**src/rtl/ahbarb.sv**
```systemverilog
// Four-master AHB arbiter: round-robin grant, fixed bursts never broken,
// locked sequences held, undefined-length traffic capped at MAX_TENURE beats.
module ahbarb #(
    parameter int unsigned NUM_MASTERS    = 4,
    parameter int unsigned DEFAULT_MASTER = 0,
    parameter int unsigned MAX_TENURE     = 16
) (
    input  logic                   I_AHBARB_HCLK,
    input  logic                   I_AHBARB_HRESET,
    input  logic [NUM_MASTERS-1:0] I_AHBARB_HBUSREQ,
    input  logic [NUM_MASTERS-1:0] I_AHBARB_HLOCK,
    input  logic [1:0]             I_AHBARB_HTRANS,
    input  logic [2:0]             I_AHBARB_HBURST,
    input  logic                   I_AHBARB_HREADY,
    output logic [NUM_MASTERS-1:0] O_AHBARB_HGRANT,
    output logic [1:0]             O_AHBARB_HMASTER,
    output logic                   O_AHBARB_HMASTLOCK
);

    typedef enum logic [1:0] {ST_ARB, ST_BURST, ST_LOCK} state_t;

    localparam logic [1:0] DEF_IDX    = 2'(DEFAULT_MASTER);
    localparam logic [7:0] TENURE_MAX = 8'(MAX_TENURE);

    state_t                 state_q, state_d;
    logic [NUM_MASTERS-1:0] grant_q, grant_d;
    logic [1:0]             master_q, master_d;
    logic                   mastlock_q, mastlock_d;
    logic [1:0]             last_q, last_d;
    logic [3:0]             remaining_q, remaining_d;
    logic [7:0]             tenure_q, tenure_d;

    logic                   is_idle, is_nseq, is_seq, accepted;
    logic                   fixed_burst, incr_hold;
    logic [3:0]             burst_len_m1;
    logic [1:0]             cur_idx, winner, search_idx;
    logic                   found, others_req, tenure_cap, rearb;
    logic [7:0]             tenure_sum;
    logic [NUM_MASTERS-1:0] cand;

    always_comb begin
        is_idle     = (I_AHBARB_HTRANS == 2'b00);
        is_nseq     = (I_AHBARB_HTRANS == 2'b10);
        is_seq      = (I_AHBARB_HTRANS == 2'b11);
        accepted    = I_AHBARB_HREADY && I_AHBARB_HTRANS[1];
        fixed_burst = (I_AHBARB_HBURST[2:1] != 2'b00);
        // Undefined INCR keeps the grant until it ends or exhausts its tenure.
        incr_hold   = (I_AHBARB_HBURST == 3'b001) && !is_idle;
        unique case (I_AHBARB_HBURST[2:1])
            2'b01:   burst_len_m1 = 4'd3;
            2'b10:   burst_len_m1 = 4'd7;
            default: burst_len_m1 = 4'd15;
        endcase
    end

    always_comb begin
        cur_idx = '0;
        for (int unsigned i = 0; i < NUM_MASTERS; i++) begin
            if (grant_q[i]) cur_idx = 2'(i);
        end
        others_req = |(I_AHBARB_HBUSREQ & ~grant_q);
        tenure_sum = (tenure_q == 8'hFF) ? tenure_q : tenure_q + {7'd0, accepted};
        tenure_cap = (tenure_sum >= TENURE_MAX) && others_req;
        cand       = I_AHBARB_HBUSREQ & ~(((state_q == ST_ARB) && tenure_cap) ? grant_q : '0);
        // Search from last_grant+1; the current grantee is visited last.
        winner     = DEF_IDX;
        found      = 1'b0;
        search_idx = '0;
        for (int unsigned i = 1; i <= NUM_MASTERS; i++) begin
            search_idx = last_q + 2'(i);
            if (!found && cand[search_idx]) begin
                winner = search_idx;
                found  = 1'b1;
            end
        end
    end

    always_comb begin
        state_d     = state_q;
        grant_d     = grant_q;
        master_d    = master_q;
        mastlock_d  = mastlock_q;
        last_d      = last_q;
        remaining_d = remaining_q;
        tenure_d    = tenure_q;
        rearb       = 1'b0;
        if (I_AHBARB_HREADY) begin
            master_d   = cur_idx;
            mastlock_d = I_AHBARB_HLOCK[cur_idx];
            unique case (state_q)
                ST_ARB: begin
                    tenure_d = tenure_sum;
                    if (is_nseq && fixed_burst) begin
                        state_d     = ST_BURST;
                        remaining_d = burst_len_m1;
                    end else if (!incr_hold || tenure_cap) begin
                        rearb = 1'b1;
                    end
                end
                ST_BURST: begin
                    if (is_idle || is_nseq) begin
                        remaining_d = '0;
                        state_d     = ST_ARB;
                    end else if (is_seq) begin
                        remaining_d = remaining_q - 4'd1;
                        rearb       = (remaining_q == 4'd1);
                    end
                end
                ST_LOCK: begin
                    if (!I_AHBARB_HLOCK[cur_idx]) state_d = ST_ARB;
                end
                default: state_d = ST_ARB;
            endcase
            if (rearb) begin
                if (I_AHBARB_HLOCK[cur_idx] && I_AHBARB_HBUSREQ[cur_idx]) begin
                    state_d = ST_LOCK;
                end else begin
                    state_d         = ST_ARB;
                    grant_d         = '0;
                    grant_d[winner] = 1'b1;
                    if (winner != cur_idx) last_d = winner;
                end
            end
            if (grant_d != grant_q) tenure_d = '0;
        end
    end

    always_ff @(posedge I_AHBARB_HCLK or posedge I_AHBARB_HRESET) begin
        if (I_AHBARB_HRESET) begin
            state_q     <= ST_ARB;
            grant_q     <= '0;
            grant_q[DEF_IDX] <= 1'b1;
            master_q    <= '0;
            mastlock_q  <= 1'b0;
            last_q      <= DEF_IDX;
            remaining_q <= '0;
            tenure_q    <= '0;
        end else begin
            state_q     <= state_d;
            grant_q     <= grant_d;
            master_q    <= master_d;
            mastlock_q  <= mastlock_d;
            last_q      <= last_d;
            remaining_q <= remaining_d;
            tenure_q    <= tenure_d;
        end
    end

    assign O_AHBARB_HGRANT    = grant_q;
    assign O_AHBARB_HMASTER   = master_q;
    assign O_AHBARB_HMASTLOCK = mastlock_q;

endmodule

```
**config.mk**
```make
export PLATFORM = sky130hd
export DESIGN_NAME = ahbarb
export DESIGN_NICKNAME = d
export VERILOG_FILES = /design/src/rtl/ahbarb.sv
export SDC_FILE = /design/constraint.sdc
export NUM_CORES = 1
export LEC_CHECK = 0
export BUFFER_PORTS_ARGS = -buffer_cell sky130_fd_sc_hd__buf_2
export CORE_MARGIN = 1
export CORE_UTILIZATION = 52
export DETAILED_ROUTE_END_ITERATION = 12
export PLACE_DENSITY_LB_ADDON = 0.3
export SYNTH_ARGS = -nofsm -noshare
export SYNTH_HDL_FRONTEND = slang
export SYNTH_SLANG_ARGS = --single-unit
export TNS_END_PERCENT = 1
```
**constraint.sdc**
```tcl
create_clock -name I_AHBARB_HCLK -period 3 [get_ports I_AHBARB_HCLK]
set_input_delay 0.15 -clock I_AHBARB_HCLK [delete_from_list [all_inputs] [get_ports I_AHBARB_HCLK]]
set_output_delay 0.15 -clock I_AHBARB_HCLK [all_outputs]
set_load 0.01 [all_outputs]
```
Yosys cells after proc, flatten, opt, wreduce, memory -nomap -nowiden:

Index checks and enable logic that the tools add are counted.

* eq/ne operators: 16
* magnitude comparators: 8
* add/sub/neg operators: 5
* bitwise gates (word level): 5
* muxes and demuxes: 48
* reductions and logical operators: 27

Operator list (count)
* 2-to-1 mux 4 bit: 7
* 2-to-1 mux 8 bit: 3
* 2-to-1 mux 2 bit: 11
* less-than comparator 2 x 3 -> 1 bit (second input constant): 6
* 2-to-1 mux 1 bit: 16
* one-hot mux 4 bit (2 select lines): 2
* binary-select mux 1 bit (select 2 bit): 6
* AND reduction 4 bit: 3
* logical AND 1 bit: 10
* != test 3 bit (second input constant): 3
* adder 8 x 1 -> 8 bit: 1
* AND 4 bit: 2
* == test 2 bit (second input constant): 4
* == test 8 bit (second input constant): 1
* >= comparator 8 x 5 -> 1 bit (second input constant): 1
* NOT 4 bit: 2
* one-hot mux 2 bit (3 select lines): 1
* nonzero test 2 bit: 3
* zero test 1 bit: 5
* adder 2 bit (second input constant): 2
* == test 2 x 1 -> 1 bit (second input constant): 2
* == test 4 x 1 -> 1 bit (second input constant): 1
* zero test 2 bit: 2
* != test 4 bit: 1
* 13 further kinds: 14

* flip-flop bits (word level): 23
* bits of input ports: 16
* output and inout port bits: 7
* word-level logic and storage cells: 116

Depth between registers and ports, before layout:

* depth in word-level cells: 31
* gate-level depth with buffers: 14
* gate-level depth less buffers: 12

Worst setup path before layout:

Ideal clock, no wire load.

* kind: input-to-reg
* start: input port I_AHBARB_HREADY
* end: register tenure_q[7]
* setup time: 0.121 ns
* path buffers: 2
* slack: -0.021 ns
* arrival time: 2.900 ns
* cell stages on the path: 14
* data required time: 2.879 ns
* path through: clkbuf_1 and2_1 ha_1 ha_1 nand3_1 o2bb2ai_1 a21boi_4 o221ai_1 a21o_1 and3_1 clkbuf_1 o21ai_0 a211oi_2 and4b_1

* longest elaborated chain between the ends: 31
* elaborated cells on any way between the ends: 48
* classes of those cells: add/sub: 1; order compare: 3; eq/ne: 1; mux: 28; bitwise: 2; reduce/logical: 13

RTL lines
* start: declaration: line 14 `input logic I_AHBARB_HREADY,`
* logical AND 1 bit: line 45 `accepted = I_AHBARB_HREADY && I_AHBARB_HTRANS[1];`
* adder 8 x 1 -> 8 bit: line 62 `tenure_sum = (tenure_q == 8'hFF) ? tenure_q : tenure_q + {7'd0, accepted};`
* 2-to-1 mux 8 bit: line 62
* >= comparator 8 x 5 -> 1 bit: line 63 `tenure_cap = (tenure_sum >= TENURE_MAX) && others_req;`
* logical AND 1 bit: line 63
* logical AND 1 bit: line 64 `cand = I_AHBARB_HBUSREQ & ~(((state_q == ST_ARB) && tenure_cap) ? grant_q : '0);`
* 2-to-1 mux 4 bit: line 64
* NOT 4 bit: line 64
* [... 15 more ...]
* 2-to-1 mux 1 bit (not written as such): line 120 `grant_d[winner] = 1'b1;`
* demux 1 bit (select 2 bit): line 120
* 2-to-1 mux 4 bit: line 115 `if (I_AHBARB_HLOCK[cur_idx] && I_AHBARB_HBUSREQ[cur_idx]) begin`
* 2-to-1 mux 4 bit: line 114 `if (rearb) begin`
* 2-to-1 mux 4 bit: line 87 `if (I_AHBARB_HREADY) begin`
* != test 4 bit: line 124 `if (grant_d != grant_q) tenure_d = '0;`
* nonzero test 2 bit (no source line)
* AND reduction 2 bit (no source line)
* end signal: assignment: line 145 `tenure_q <= tenure_d;`
* end: declaration: line 31 `logic [7:0] tenure_q, tenure_d;`

Parallel ways exist; a longest one is shown, timed or not. The select of a mux whose other input is x is not followed.
A chain may end at the register's enable or synchronous reset.

Worst setup path after layout:

* start: register tenure_q[0]
* end: register tenure_q[4]

* longest elaborated chain between the ends: 30
* elaborated cells on any way between the ends: 48
* classes of those cells: add/sub: 1; order compare: 3; eq/ne: 2; mux: 28; bitwise: 2; reduce/logical: 12

RTL lines (line)
* adder 8 x 1 -> 8 bit / == test 8 bit (equally long branches): 62
* 2-to-1 mux 8 bit (*): 62
* >= comparator 8 x 5 -> 1 bit: 63
* logical AND 1 bit: 63
* logical AND 1 bit: 64
* 2-to-1 mux 4 bit: 64
* NOT 4 bit: 64
* AND 4 bit: 64
* [... 14 more ...]
* 2-to-1 mux 1 bit (not written as such): 120
* demux 1 bit (select 2 bit): 120
* 2-to-1 mux 4 bit: 115
* 2-to-1 mux 4 bit: 114
* 2-to-1 mux 4 bit: 87
* != test 4 bit: 124
* nonzero test 2 bit (no source line)
* AND reduction 2 bit (no source line)

Every way passes the cells marked *; elsewhere a longest branch is shown, timed or not. The select of a mux whose other input is x is not followed.

==> impl_metrics.toml <==
[global_route]
grt_max_degree = 24
grt_antenna_before_repair = 0
grt_pass1_vias = 1648
grt_pass1_wl_um = 7265
use_met1_pct = 36.95
grt_overflow = 0
use_met3_pct = 1.919
top_usage_layer = "met2"
grtUsageTotal_pct = 26.36
met2_usage_pct = 42.86

[critical_path]
cp-start-kind = "register"
reg2reg_depth = 11
critical_path_class = "reg -> reg"
ff2ff_setup_slack_ns = 0.11
rr_startpoint = "tenure_q[0]"
rr_endpoint = "tenure_q[4]"
arrival_ns = 3.11
cpPeakStageDelay_ns = 0.46
worstPathCellList = "ha_2 > buf_6 > and3_1 > o211ai_1 > buf_4 > a21boi_4 > o21a_1 > a22o_1 > and2_4 > o311ai_4 > nor3b_1"
crit_required_ns = 3.22
endpoint_kind = "register"
worstPathMaxFanout = 8
critPathSlowestCell = "o311ai_4"

[sta]
skew_ns = 0.009005
tightest_slew_ns = 0.8761
timing.hold.ws_ns = -0.008805
fin_crit_ns = 2.885
finalSetupViolCount = 0
hold_violations = 12
slew_headroom_pct = 41.53
slew_viol_final = 0
post-route-period-util_pct = 96.18
fmax_ghz = 0.3466

[synth]
synth-seq-cells = 23
synthMostInstantiatedCell = "nor2_1"
syn_nets = 238
yosysWarnings = 0
ys_top_cells_by_area = "dfrtp_1, o21ai_0, nor2_1"
ys.flop_type = "dfrtp_1"
ys_seq_area_share_pct = 32.06
synthTopCellsByCount = "nor2_1, dfrtp_1, nand2_1"
syn_area_per_cell_sq_um = 8.330
netlist_instances = 216
ys_types = 54
syn_area_sq_um = 1799
yosysTopAreaCell = "dfrtp_1"
synth_top_area_share_pct = 30.60
synth_edf_count = 0
async_flop_share_pct = 100.0

[floorplanning]
placementRows = 20
dieWidth_um = 60.82
pin_count = 23
dieArea_sq_um = 3699
die_y_um = 60.82
fp.coreArea_sq_um = 3178
start_util_pct = 56.61

[pwr]
p_per_area_nw_per_um2 = 773.0
vdd_drop_max_mv = 0.5659
power.leakage_nw = 0.9976

[placement]
hpwl_um = 3393
dpl-instance-area_sq_um = 2038
place_inst = 290
gp_congestion = 0.8463
numPortBuffers = 22

[hold_path]
hold_path_class = "in -> async"

[routing]
drtAntennaViolNets = 0
drt_pass1_iterations = 4
drc_errors = 0
wl_um = 4587
viasPerCell = 6.060
vias = 1812
wl_per_cell_um = 15.34
drtIter0Drc = 108

[clocking]
max-clock-path-buffers = 2
numCtsBuffers = 3
clkLatencyLatePin_ns = 0.32
htreeDepth = 1
clock_sinks = 23
cts-root-buf = "clkbuf_4"
cts_tree = "yes"
clk_pin_slew_ns = 0.13

[run_status]
violations = "negative hold slack"
outcome = "complete, but fails checks"

[final_layout]
antennaDiodeCount = 0
seq_area_sq_um = 576.8
layout.nets = 278
fillers = 283
multi_input_comb_area_sq_um = 1206
area_growth_pct = 21.28
layout-drive-gt1-share_pct = 25.88
layoutNonFillerInstCount = 299
fin_area_sq_um = 2182
final_core_util_pct = 68.66

[flow_run]
drv_cap = 0
## report_power, final
group / internal [mW] / switching (mW) / total [mW]
combinational: 0.421 / 0.605 / 1.03
sequential: 0.425 / 0.0912 / 0.516
clock: 0.0500 / 0.0945 / 0.144
## worst max path at each step
stage / startpoint / to / slack, ns / cells past startpoint
global placement: I_AHBARB_HTRANS[1] / tenure_q[2] / 0.05 / 13
finish: tenure_q[0] / tenure_q[4] / 0.11 / 11
global route: tenure_q[0] / tenure_q[2] / -0.01 / 12
CTS: tenure_q[0] / tenure_q[2] / 0.06 / 11
detailed placement: I_AHBARB_HTRANS[1] / tenure_q[2] / -0.05 / 13
floorplan: I_AHBARB_HREADY / tenure_q[7] / 0.10 / 14
## routing by layer
metal  share of wire, %  vias to the layer above
met5                  0                        -
met4                1.1                        0
met3                4.8                        5
met2                 50                       56
met1                 44                      866
li1                   -                      885
## kinds of logic after synthesis
group                      after synthesis  share of synthesized area [%]
xor gates and xnor gates                 3                          1.461
AOI/OAI and AO/OA                       71                          29.42
DFF                                     23                          32.06
muxes                                    3                          1.669
buffers and inverters                   21                          5.493
adders and majority gates                6                          4.172
and+or+nand+nor                         89                          25.73
## state kept, by name, indices dropped and copies added, names as in the netlist
signal	flops
last_q	2
O_AHBARB_HMASTER	2
O_AHBARB_HGRANT	4
state_q	2
O_AHBARB_HMASTLOCK	1
tenure_q	8
remaining_q	4
## layout make-up
class / count / share of cell area, %
multi-input combinational: 173 / 55.28
sequential: 23 / 26.43
timing repair buffer: 43 / 12.44
tap: 44 / 2.523
inverter: 12 / 2.064
clock buffer: 3 / 1.032
clock inverter: 1 / 0.2294
## critical path, delay by kind of cell (launching register included)
| kind | cells | cell delay, ns |
|---|---|---|
| AO/OA/AOI/OAI | 5 | 1.19 |
| adder cells (fa/ha/maj) | 1 | 0.22 |
| flip-flops | 1 | 0.41 |
| AND/OR/NAND/NOR | 3 | 0.65 |
| buffers and inverters | 2 | 0.31 |
## cell usage in the layout (no fill, tap or decap), types with 3 or more instances in the layout
| master | instances |
|---|---|
| nand2_1 | 20 |
| inv_1 | 12 |
| a21oi_1 | 12 |
| and3_1 | 5 |
| nor4_1 | 3 |
| nor2_1 | 24 |
| clkbuf_4 | 3 |
| buf_2 | 22 |
| nand4_1 | 6 |
| mux2i_1 | 3 |
| nand2b_1 | 3 |
| ha_1 | 4 |
| o211ai_1 | 5 |
| a21o_1 | 4 |
| nand3_1 | 6 |
| nor2b_1 | 5 |
| buf_4 | 20 |
| dfrtp_1 | 22 |
| o21ai_0 | 17 |
| o21a_1 | 4 |
| or3_1 | 5 |
## metrics by stage
step | total power, mW | TNS, ns | setup WS, ns
global placement | 1.449 | 0 | 0.04861
finish | 1.687 | 0 | 0.1146
floorplan | 1.172 | 0 | 0.1035
global route | 1.822 | -0.01314 | -0.01080
CTS | 1.628 | 0 | 0.06160
detailed placement | 1.474 | -0.06072 | -0.05118
## repair_timing
item / 4_1_cts / 5_1_grt
buffers inserted: 0 / 4
setup endpoints to repair: 3 / 10
hold buffers: 0 / 0
resized for setup: 1 / 17
gates cloned: 1 / 0
pin swaps: 1 / 13
(Power assumes the default switching activity.)
